`config.mk`:
```
export PLATFORM = sky130hd
export DESIGN_NAME = uvmt_axis_st_stream_chkr
export DESIGN_NICKNAME = d
export VERILOG_FILES = /design/src/rtl/uvmt_axis_st_stream_chkr_pkg.sv /design/src/rtl/uvmt_axis_st_stream_chkr_fifo.sv /design/src/rtl/uvmt_axis_st_stream_chkr.sv
export SDC_FILE = /design/constraint.sdc
export NUM_CORES = 1
export LEC_CHECK = 0
export BUFFER_PORTS_ARGS = -buffer_cell sky130_fd_sc_hd__buf_2
export CAP_MARGIN = 20
export CORE_AREA = 2 2 312 314
export DETAILED_ROUTE_END_ITERATION = 10
export DIE_AREA = 0 0 314 316
export PLACE_DENSITY = 0.71
export SLEW_MARGIN = 20
export SYNTH_ARGS = -nofsm -noshare
export SYNTH_HDL_FRONTEND = slang
export SYNTH_HIERARCHICAL = 1
export SYNTH_SLANG_ARGS = --single-unit
```
`constraint.sdc`:
```
create_clock -name clk -period 5.6 [get_ports clk]
set_input_delay 0.56 -clock clk [delete_from_list [all_inputs] [get_ports clk]]
set_output_delay 0.56 -clock clk [all_outputs]
set_load 0.005 [all_outputs]
```
`src/rtl/uvmt_axis_st_stream_chkr_pkg.sv`:
```
// Shared types for the AXI-Stream end-to-end checker: error codes and stall FSM states.
package uvmt_axis_st_stream_chkr_pkg;

   typedef enum logic [2:0] {
      ERR_NONE      = 3'd0,
      ERR_MISMATCH  = 3'd1,
      ERR_OVERFLOW  = 3'd2,
      ERR_UNDERFLOW = 3'd3,
      ERR_STALL     = 3'd4,
      ERR_PROTOCOL  = 3'd5
   } err_code_e;

   typedef enum logic [1:0] {
      IDLE,
      WAIT,
      STALLED
   } stall_state_e;

endpackage

```
`src/rtl/uvmt_axis_st_stream_chkr_fifo.sv`:
```
// Expected-beat FIFO for the stream checker: registered occupancy, combinational head.
module uvmt_axis_st_stream_chkr_fifo #(
   parameter int unsigned WIDTH = 73,
   parameter int unsigned DEPTH = 16
) (
   input  logic                     clk,
   input  logic                     reset,
   input  logic                     i_push,
   input  logic [WIDTH-1:0]         i_data,
   input  logic                     i_pop,
   output logic [WIDTH-1:0]         o_head,
   output logic                     o_full,
   output logic                     o_empty,
   output logic [$clog2(DEPTH):0]   o_level
);

   localparam int unsigned AW = $clog2(DEPTH);
   localparam logic [AW:0] FULL_LVL = DEPTH[AW:0];

   logic [WIDTH-1:0] r_mem [DEPTH];
   logic [AW-1:0]    r_wr_ptr;
   logic [AW-1:0]    r_rd_ptr;
   logic [AW:0]      r_level;

   // A push into a full FIFO is only issued alongside a pop; the write lands in the slot being freed.
   always_ff @(posedge clk) begin
      if (i_push) r_mem[r_wr_ptr] <= i_data;
   end

   always_ff @(posedge clk) begin
      if (reset) begin
         r_wr_ptr <= '0;
         r_rd_ptr <= '0;
         r_level  <= '0;
      end else begin
         if (i_push) r_wr_ptr <= r_wr_ptr + AW'(1);
         if (i_pop)  r_rd_ptr <= r_rd_ptr + AW'(1);
         case ({i_push, i_pop})
            2'b10:   r_level <= r_level + (AW+1)'(1);
            2'b01:   r_level <= r_level - (AW+1)'(1);
            default: r_level <= r_level;
         endcase
      end
   end

   assign o_head  = r_mem[r_rd_ptr];
   assign o_full  = (r_level == FULL_LVL);
   assign o_empty = (r_level == '0);
   assign o_level = r_level;

endmodule

```
`src/rtl/uvmt_axis_st_stream_chkr.sv`:
```
// Passive AXI-Stream scoreboard: ingress beats queued, egress beats compared against the head.
// Define UVMT_AXIS_ST_CHKR_PROTOCOL_EN to build valid/payload stability checking on both interfaces.
module uvmt_axis_st_stream_chkr
   import uvmt_axis_st_stream_chkr_pkg::*;
#(
   parameter int unsigned DATA_W  = 64,
   parameter int unsigned DEPTH   = 16,
   parameter int unsigned CNT_W   = 32,
   parameter int unsigned TIMEOUT = 1024
) (
   input  logic                       clk,
   input  logic                       reset,
   input  logic                       ing_tvalid,
   input  logic                       ing_tready,
   input  logic [DATA_W-1:0]          ing_tdata,
   input  logic [DATA_W/8-1:0]        ing_tkeep,
   input  logic                       ing_tlast,
   input  logic                       egr_tvalid,
   input  logic                       egr_tready,
   input  logic [DATA_W-1:0]          egr_tdata,
   input  logic [DATA_W/8-1:0]        egr_tkeep,
   input  logic                       egr_tlast,
   output logic                       err_pulse,
   output err_code_e                  err_code,
   output logic                       err_sticky,
   output logic [CNT_W-1:0]           beat_cnt,
   output logic [CNT_W-1:0]           pkt_cnt,
   output logic [CNT_W-1:0]           err_cnt,
   output logic [$clog2(DEPTH):0]     fifo_level
);

   localparam int unsigned KEEP_W = DATA_W / 8;
   localparam int unsigned ENT_W  = DATA_W + KEEP_W + 1;
   localparam int unsigned TMR_W  = (TIMEOUT > 1) ? $clog2(TIMEOUT + 1) : 1;

   logic              w_ing_hs, w_egr_hs, w_bypass, w_overflow, w_underflow;
   logic              w_push, w_pop, w_compare, w_mismatch, w_protocol, w_stall;
   logic              w_fifo_full, w_fifo_empty;
   logic [ENT_W-1:0]  w_head, w_exp;
   logic [DATA_W-1:0] w_exp_data;
   logic [KEEP_W-1:0] w_exp_keep;
   logic              w_exp_last;
   err_code_e         w_err;

   logic              r_err_pulse, r_err_sticky;
   err_code_e         r_err_code;
   logic [CNT_W-1:0]  r_beat_cnt, r_pkt_cnt, r_err_cnt;

   stall_state_e      r_state, w_state_nxt;
   logic [TMR_W-1:0]  r_timer, w_timer_nxt;

   assign w_ing_hs    = ing_tvalid & ing_tready;
   assign w_egr_hs    = egr_tvalid & egr_tready;
   assign w_bypass    = w_fifo_empty & w_ing_hs & w_egr_hs;
   assign w_overflow  = w_ing_hs & w_fifo_full & ~w_egr_hs;
   assign w_underflow = w_egr_hs & w_fifo_empty & ~w_ing_hs;
   assign w_push      = w_ing_hs & ~w_bypass & ~w_overflow;
   assign w_pop       = w_egr_hs & ~w_fifo_empty;
   assign w_compare   = w_egr_hs & ~w_underflow;

   uvmt_axis_st_stream_chkr_fifo #(
      .WIDTH (ENT_W),
      .DEPTH (DEPTH)
   ) u_fifo (
      .clk     (clk),
      .reset   (reset),
      .i_push  (w_push),
      .i_data  ({ing_tdata, ing_tkeep, ing_tlast}),
      .i_pop   (w_pop),
      .o_head  (w_head),
      .o_full  (w_fifo_full),
      .o_empty (w_fifo_empty),
      .o_level (fifo_level)
   );

   // An empty FIFO means the only possible reference is the same-cycle ingress beat.
   assign w_exp = w_fifo_empty ? {ing_tdata, ing_tkeep, ing_tlast} : w_head;
   assign {w_exp_data, w_exp_keep, w_exp_last} = w_exp;

   always_comb begin
      w_mismatch = (egr_tkeep != w_exp_keep) | (egr_tlast != w_exp_last);
      for (int unsigned b = 0; b < KEEP_W; b++) begin
         if (w_exp_keep[b] && (egr_tdata[8*b +: 8] != w_exp_data[8*b +: 8])) w_mismatch = 1'b1;
      end
   end

`ifdef UVMT_AXIS_ST_CHKR_PROTOCOL_EN
   logic             r_ing_hold, r_egr_hold;
   logic [ENT_W-1:0] r_ing_pl, r_egr_pl;

   always_ff @(posedge clk) begin
      if (reset) begin
         r_ing_hold <= 1'b0;
         r_egr_hold <= 1'b0;
      end else begin
         r_ing_hold <= ing_tvalid & ~ing_tready;
         r_egr_hold <= egr_tvalid & ~egr_tready;
         r_ing_pl   <= {ing_tdata, ing_tkeep, ing_tlast};
         r_egr_pl   <= {egr_tdata, egr_tkeep, egr_tlast};
      end
   end

   assign w_protocol = (r_ing_hold & (~ing_tvalid | ({ing_tdata, ing_tkeep, ing_tlast} != r_ing_pl)))
                     | (r_egr_hold & (~egr_tvalid | ({egr_tdata, egr_tkeep, egr_tlast} != r_egr_pl)));
`else
   assign w_protocol = 1'b0;
`endif

   always_ff @(posedge clk) begin
      if (reset) begin
         r_state <= IDLE;
         r_timer <= '0;
      end else begin
         r_state <= w_state_nxt;
         r_timer <= w_timer_nxt;
      end
   end

   always_comb begin
      w_state_nxt = r_state;
      w_timer_nxt = r_timer;
      w_stall     = 1'b0;
      if ((TIMEOUT == 0) || w_fifo_empty) begin
         w_state_nxt = IDLE;
         w_timer_nxt = '0;
      end else begin
         case (r_state)
            IDLE: begin
               w_state_nxt = WAIT;
               w_timer_nxt = '0;
            end
            WAIT: begin
               if (w_egr_hs) begin
                  w_timer_nxt = '0;
               end else if (r_timer == TMR_W'(TIMEOUT - 1)) begin
                  w_state_nxt = STALLED;
                  w_timer_nxt = '0;
                  w_stall     = 1'b1;
               end else begin
                  w_timer_nxt = r_timer + TMR_W'(1);
               end
            end
            STALLED: begin
               if (w_egr_hs) begin
                  w_state_nxt = WAIT;
                  w_timer_nxt = '0;
               end
            end
            default: w_state_nxt = IDLE;
         endcase
      end
   end

   always_comb begin
      w_err = ERR_NONE;
      if (w_overflow)                    w_err = ERR_OVERFLOW;
      else if (w_underflow)              w_err = ERR_UNDERFLOW;
      else if (w_compare && w_mismatch)  w_err = ERR_MISMATCH;
      else if (w_protocol)               w_err = ERR_PROTOCOL;
      else if (w_stall)                  w_err = ERR_STALL;
   end

   always_ff @(posedge clk) begin
      if (reset) begin
         r_err_pulse  <= 1'b0;
         r_err_code   <= ERR_NONE;
         r_err_sticky <= 1'b0;
         r_beat_cnt   <= '0;
         r_pkt_cnt    <= '0;
         r_err_cnt    <= '0;
      end else begin
         r_err_pulse <= (w_err != ERR_NONE);
         r_err_code  <= w_err;
         if (w_err != ERR_NONE) begin
            r_err_sticky <= 1'b1;
            if (r_err_cnt != '1) r_err_cnt <= r_err_cnt + CNT_W'(1);
         end
         if (w_compare && !w_mismatch) begin
            r_beat_cnt <= r_beat_cnt + CNT_W'(1);
            if (egr_tlast) r_pkt_cnt <= r_pkt_cnt + CNT_W'(1);
         end
      end
   end

   assign err_pulse  = r_err_pulse;
   assign err_code   = r_err_code;
   assign err_sticky = r_err_sticky;
   assign beat_cnt   = r_beat_cnt;
   assign pkt_cnt    = r_pkt_cnt;
   assign err_cnt    = r_err_cnt;

endmodule

```
==> out/metrics.cfg, run 1 <==
[yosys]
synth_edf_count = 1168
synth_nets = 2887
synth-main-ff-cell = edfxtp_1
yosysUniqueCellTypes = 56
avgSynthCellArea_um2 = 18.89
async_reset_ff_frac = 0
netlist_instances = 2722
synthesis.area_um2 = 51420
seq_area_frac_synth = 0.7332
yosysWarnings = 6
ys_ff_latch = 1299

[clocking]
path_clk_slew_ns = 0.06
post_cts_resized = 0
htree_num_levels = 4
numCtsBuffers = 134
cts_max_path_buffers = 3
clock-sinks = 1299
insertion_delay_ns = 0.75
cts_setup_buffers = 0
cts_tree = yes
hold_buffers = 0
cts_root_buf = clkbuf_16

[worst_setup_path]
cp-start-kind = register
critPathKind = register to register
crit_path_end = err_cnt[27]
crit_buf_inv = 3
arrival_ns = 6.06
crit_path_cell_trace = nor2b_4 > buf_4 > buf_4 > a22oi_1 > nand2_1 > mux2i_1 > xnor2_1 > nor4_1 > a21oi_1 > buf_4 > nor4_4 > a31oi_1 > o21ai_1 > or4_1 > mux2_2
reg2reg_depth = 15
cp_slowest_cell = nor2b_4
path_delay_family = simple AND/OR/NAND/NOR gates
worst-path-stages = 15
r2r_slack_ns = 0.16
worst-path-max-fanout = 21
crit_path_end_kind = register
reg2reg_to = err_cnt[27]
cp.required_ns = 6.21
slowest_delay_ns = 0.93
critPathMostFrequentCell = buf_4

[global_route]
grt_pass1_vias = 28080
grt_use_total = 0.2502
grt_max_degree = 85
antenna_found_initial = 23
grt_pass1_wl_um = 181700
overflow = 0

[sta]
setup_violations = 0
fmax_mhz = 183.7
tightestPinTransition_ns = 1.103
rsz0062_at_grt = no
setup_tns_ns = 0
fin_crit_sh = 0.9721
max_slew_margin = 0.2629
post-route-min-period_ns = 5.444
fin_worst_skew_ns = 0.02967
slew_violations = 0
finalHoldViolations = 0

[cells_and_area]
finalNonFillerCells = 4467
seq_area_um2 = 37700
area_delta_synth_final_pct = 15.04
final_common_cell = edfxtp_1
final_cell_area_um2 = 59150
multi_input_area_um2 = 12990
fill_cells = 6669
final_cell_mix = edfxtp_1 (1168), mux4_2 (292), buf_2 (256)
final_core_util = 0.6162
num-nets-final = 3243
layout-drive-gt1-share = 0.2747

[placement]
place_area_um2 = 54830
numPortBuffers = 257
place_inst = 4218
dp_hpwl_um = 70590
place_congestion = 0.8275

[die]
die_h_um = 316
die_area_um2 = 99220
initial_core_util = 0.5356
io_pins = 258
die_w_um = 314
core.rowCount = 114
core_area_um2 = 95990

[job]
maxCapViolCount = 0

[pwr]
pwr-share-clk = 0.371
sw_frac_of_total = 0.2493
power_density_nw_per_um2 = 393.9
leakagePower_uw = 0.01913
seq_power_share = 0.465
p_sw_uw = 5807
p_int_uw = 17490
combPwrFrac = 0.164
ir_drop_uv = 370.3

[routing]
antenna_left = 0
routed_wl_um = 123700
drt_iter0_markers = 3004
drc = 0
first_pass_iters = 6
num_vias = 27970
avgRoutedWirePerCell_um = 27.70
vias_per_cell = 6.261

[run_status]
outcome = finished clean

[min_path]
worstHoldPathType = input port to register

## routing by layer
metal  routed length [um]  global-route usage  share of wire  vias to the layer above
met5                  161                   0         0.0013                        -
met1                47990              0.3332           0.39                    14700
met3                 9960             0.05542          0.081                      242
li1                     -                   -              -                    11810
met2                62700              0.4191           0.51                     1190
met4                 2907             0.07112          0.023                       28
## worst reg2reg max path: stages, from the launching register on
cell and delay [ns]:
dfxtp_1 0.46, nor2b_4 0.93, buf_4 0.43, buf_4 0.24, a22oi_1 0.12, nand2_1 0.12
mux2i_1 0.11, xnor2_1 0.18, nor4_1 0.88, a21oi_1 0.27, buf_4 0.22, nor4_4 0.14
a31oi_1 0.28, o21ai_1 0.44, or4_1 0.19, mux2_2 0.33
## power by group through the flow
stage                     combinational [uW]  clock [uW]  sequential [uW]
final                                   3820        8650            10800
after global routing                    4090        9180            10800
after CTS                               3860        8810            10800
after detailed placement                3840           0            11000
after global placement                  3770           0            11000
after floorplan                         2800           0            11000
## sequential cells by signal, summed over array words and instances, names as in the netlist, 2 cells and up, named ones only
signal	count
beat_cnt	32
r_timer	11
err_code	3
err_cnt	32
u_fifo/o_level	5
u_fifo/r_rd_ptr	4
pkt_cnt	32
u_fifo/r_wr_ptr	4
r_state	2
u_fifo/r_mem	1168
## area by class of cell
cell class,count,area share
antenna,9,0.0003808
clock buffer,160,0.05940
multi-input combinational,1261,0.2196
timing repair buffer,357,0.04146
clock inverter,80,0.01318
sequential,1299,0.6374
inverter,25,0.001586
tap,1276,0.02699
## logic make-up after synthesis
logic type               share of synthesized area
flip-flops                                  0.7332
XOR/XNOR                                   0.02300
multiplexers                                0.1444
buffers and inverters                      0.01572
adder cells (fa/ha/maj)                   0.003164
AO/OA/AOI/OAI                              0.03424
AND/OR/NAND/NOR                            0.04633
## cell usage after synthesis, types with 32 or more instances
cell type,count,share of area
nand3_1,32,0.0031
clkbuf_1,67,0.0049
nand2_1,132,0.0096
nor2_1,108,0.0079
edfxtp_1,1168,0.68
or3_1,36,0.0044
mux4_2,292,0.13
mux2i_1,79,0.015
a21oi_1,51,0.0050
o21ai_0,40,0.0039
xnor2_1,120,0.020
dfxtp_1,131,0.051
a22oi_1,148,0.022
## per-stage QoR
stage               worst slack [ns]  hold slack [ns]  power (uW)
floorplan                      1.270           0.4491       13780
global placement              0.3403           0.4602       14780
detailed placement            0.2797           0.4650       14860
CTS                           0.1996          0.07397       23490
global route                 0.04822           0.1377       24100
finish                        0.1562           0.1196       23300
## worst min-delay path by stage
stage | depth (start not counted) | to | slack [ns] | start
after floorplan | 2 | r_timer[1] | 0.45 | r_timer[1]
after global placement | 2 | r_timer[1] | 0.46 | r_timer[1]
after detailed placement | 2 | err_sticky | 0.47 | err_sticky
after CTS | 3 | err_code[1] | 0.07 | egr_tready
after global routing | 3 | err_code[1] | 0.14 | egr_tready
final | 3 | err_code[1] | 0.12 | egr_tready
Power figures use the tool's default switching activity.
==> run 2, diff against run 1 <==
--- a/config.mk
+++ b/config.mk
@@ -10,6 +10,7 @@
 export CORE_AREA = 2 2 312 314
 export DETAILED_ROUTE_END_ITERATION = 10
 export DIE_AREA = 0 0 314 316
+export MAX_ROUTING_LAYER = met4
 export PLACE_DENSITY = 0.71
 export SLEW_MARGIN = 20
 export SYNTH_ARGS = -nofsm -noshare
==> run 2 against run 1 <==
Non-clock buffer count unchanged. Combinational power about the same. Largest cell class unchanged. Fmax about the same.
==> out/metrics.cfg, run 2 (synthesis gave the netlist of run 1 again) <==
[global_route]
grt_max_degree = 85
grt_pass1_vias = 28030
overflow = 0
grt_pass1_wl_um = 181900
grt_use_total = 0.2585
antenna_found_initial = 21

[cells_and_area]
final_cell_area_um2 = 59180
regMostFlops = u_fifo/r_mem
area_delta_synth_final_pct = 15.10
final_cell_mix = edfxtp_1 (1168), mux4_2 (292), buf_2 (256)
num-nets-final = 3243
largest_reg_flops = 1168
final_common_cell = edfxtp_1
layout-drive-gt1-share = 0.2747
final_core_util = 0.6165

[pwr]
ir_drop_uv = 368.8
leakagePower_uw = 0.01913
p_sw_uw = 5812
p_int_uw = 17490
combPwrFrac = 0.164
power_density_nw_per_um2 = 393.7
seq_power_share = 0.464
pwr-share-clk = 0.371
sw_frac_of_total = 0.2494

[routing]
drt_iter0_markers = 3289
num_vias = 27950
avgRoutedWirePerCell_um = 27.60
vias_per_cell = 6.239
drc = 0
first_pass_iters = 6
antenna_left = 0
routed_wl_um = 123600

[min_path]
worstHoldPathType = input port to register
min_from = egr_tready
min_to = err_code[1]
whs_path_depth = 3

[worst_setup_path]
reg2reg_to = err_cnt[27]
r2r_slack_ns = 0.15
cp.required_ns = 6.21
critPathMostFrequentCell = buf_4
worst-path-max-fanout = 21
critPathKind = register to register
arrival_ns = 6.06
slowest_delay_ns = 0.93
crit_buf_inv = 3
path_delay_family = simple AND/OR/NAND/NOR gates
cp_slowest_cell = nor2b_4
crit_path_cell_trace = nor2b_4 > buf_4 > buf_4 > a22oi_1 > nand2_1 > mux2i_1 > xnor2_1 > nor4_1 > a21oi_1 > buf_4 > nor4_4 > a31oi_1 > o21ai_1 > or4_1 > mux2_2
crit_path_end_kind = register
cp-start-kind = register
reg2reg_depth = 15

[sta]
post-route-min-period_ns = 5.447
fin_worst_skew_ns = 0.02767
rsz0062_at_grt = no
finalHoldWorstSlack_ns = 0.1292
fin_crit_sh = 0.9727
max_slew_margin = 0.2576
tightestPinTransition_ns = 1.114
slew_violations = 0
setup_violations = 0
setup_tns_ns = 0
fmax_mhz = 183.6
final.setup.worst_slack_ns = 0.1530
finalHoldViolations = 0

[clocking]
clock-sinks = 1299
cts_max_path_buffers = 3
path_clk_slew_ns = 0.06
cts_root_buf = clkbuf_16
htree_num_levels = 4
numCtsBuffers = 134
insertion_delay_ns = 0.75
post_cts_resized = 0
cts_setup_buffers = 0
hold_buffers = 0
cts_tree = yes

[run_status]
outcome = finished clean

[die]
initial_core_util = 0.5356
core_area_um2 = 95990
core.rowCount = 114
die_h_um = 316
die_w_um = 314
die_area_um2 = 99220
io_pins = 258

[placement]
dp_hpwl_um = 70590
place_area_um2 = 54830
place_congestion = 0.8400
pre_cts_ws_ns = 0.2797
numPortBuffers = 257

[job]
maxCapViolCount = 0

-- run 2: cell count changes in the layout (fill, tap and decap cells not counted), sizes merged --
cell   before  now
diode       9   21
-- run 2: worst max path at each step --
| stage | startpoint | end | slack [ns] | cells past startpoint |
|---|---|---|---|---|
| 6_report | register | err_cnt[27] | 0.15 | 15 |
| 5_1_grt | register | err_cnt[22] | 0.05 | 16 |
| 4_1_cts | register | err_cnt[27] | 0.20 | 15 |
| 3_5_place_dp | register | err_cnt[27] | 0.28 | 15 |
| 3_3_place_gp | register | err_cnt[27] | 0.34 | 15 |
| 2_1_floorplan | u_fifo/o_level[1] | u_fifo/r_mem[10][0] | 1.27 | 11 |
-- run 2: power groups by stage --
stage	clock [uW]	sequential (uW)	combinational (uW)
global route	9180	10800	4090
finish	8660	10800	3820
global placement	0	11000	3770
CTS	8810	10800	3860
detailed placement	0	11000	3840
floorplan	0	11000	2800
-- run 2: worst register-to-register path: cells and delay by family, from the launching register on --
kind | cells | cell delay, ns
muxes | 2 | 0.43
xor gates and xnor gates | 1 | 0.17
buffers and inverters | 3 | 0.91
and+or+nand+nor | 5 | 2.26
AOI/OAI and AO/OA | 4 | 1.11
DFF | 1 | 0.46
-- run 2: final cells by class --
cell class	instances	area [um2]
Antenna cell	21	52.55
Clock buffer	160	3513
Clock inverter	80	779.5
Fill cell	6665	36810
Inverter	25	93.84
Multi-Input combinational cell	1261	12990
Sequential cell	1299	37700
Tap cell	1276	1597
Timing Repair Buffer	357	2452
-- run 2: through the flow --
stage | total power (uW) | std cells
after floorplan | 13780 | 2722
after global placement | 14780 | 4218
after detailed placement | 14860 | 4218
after CTS | 23490 | 4458
after global routing | 24110 | 4477
final | 23300 | 4479
-- run 2: routing by layer --
layer | global-route usage | vias to the layer above | wire length (um)
li1 | - | 11830 | -
met1 | 0.3345 | 14710 | 48170
met2 | 0.4199 | 1198 | 62910
met3 | 0.05378 | 208 | 9863
met4 | 0.07090 | 0 | 2683
met5 | - | - | 0
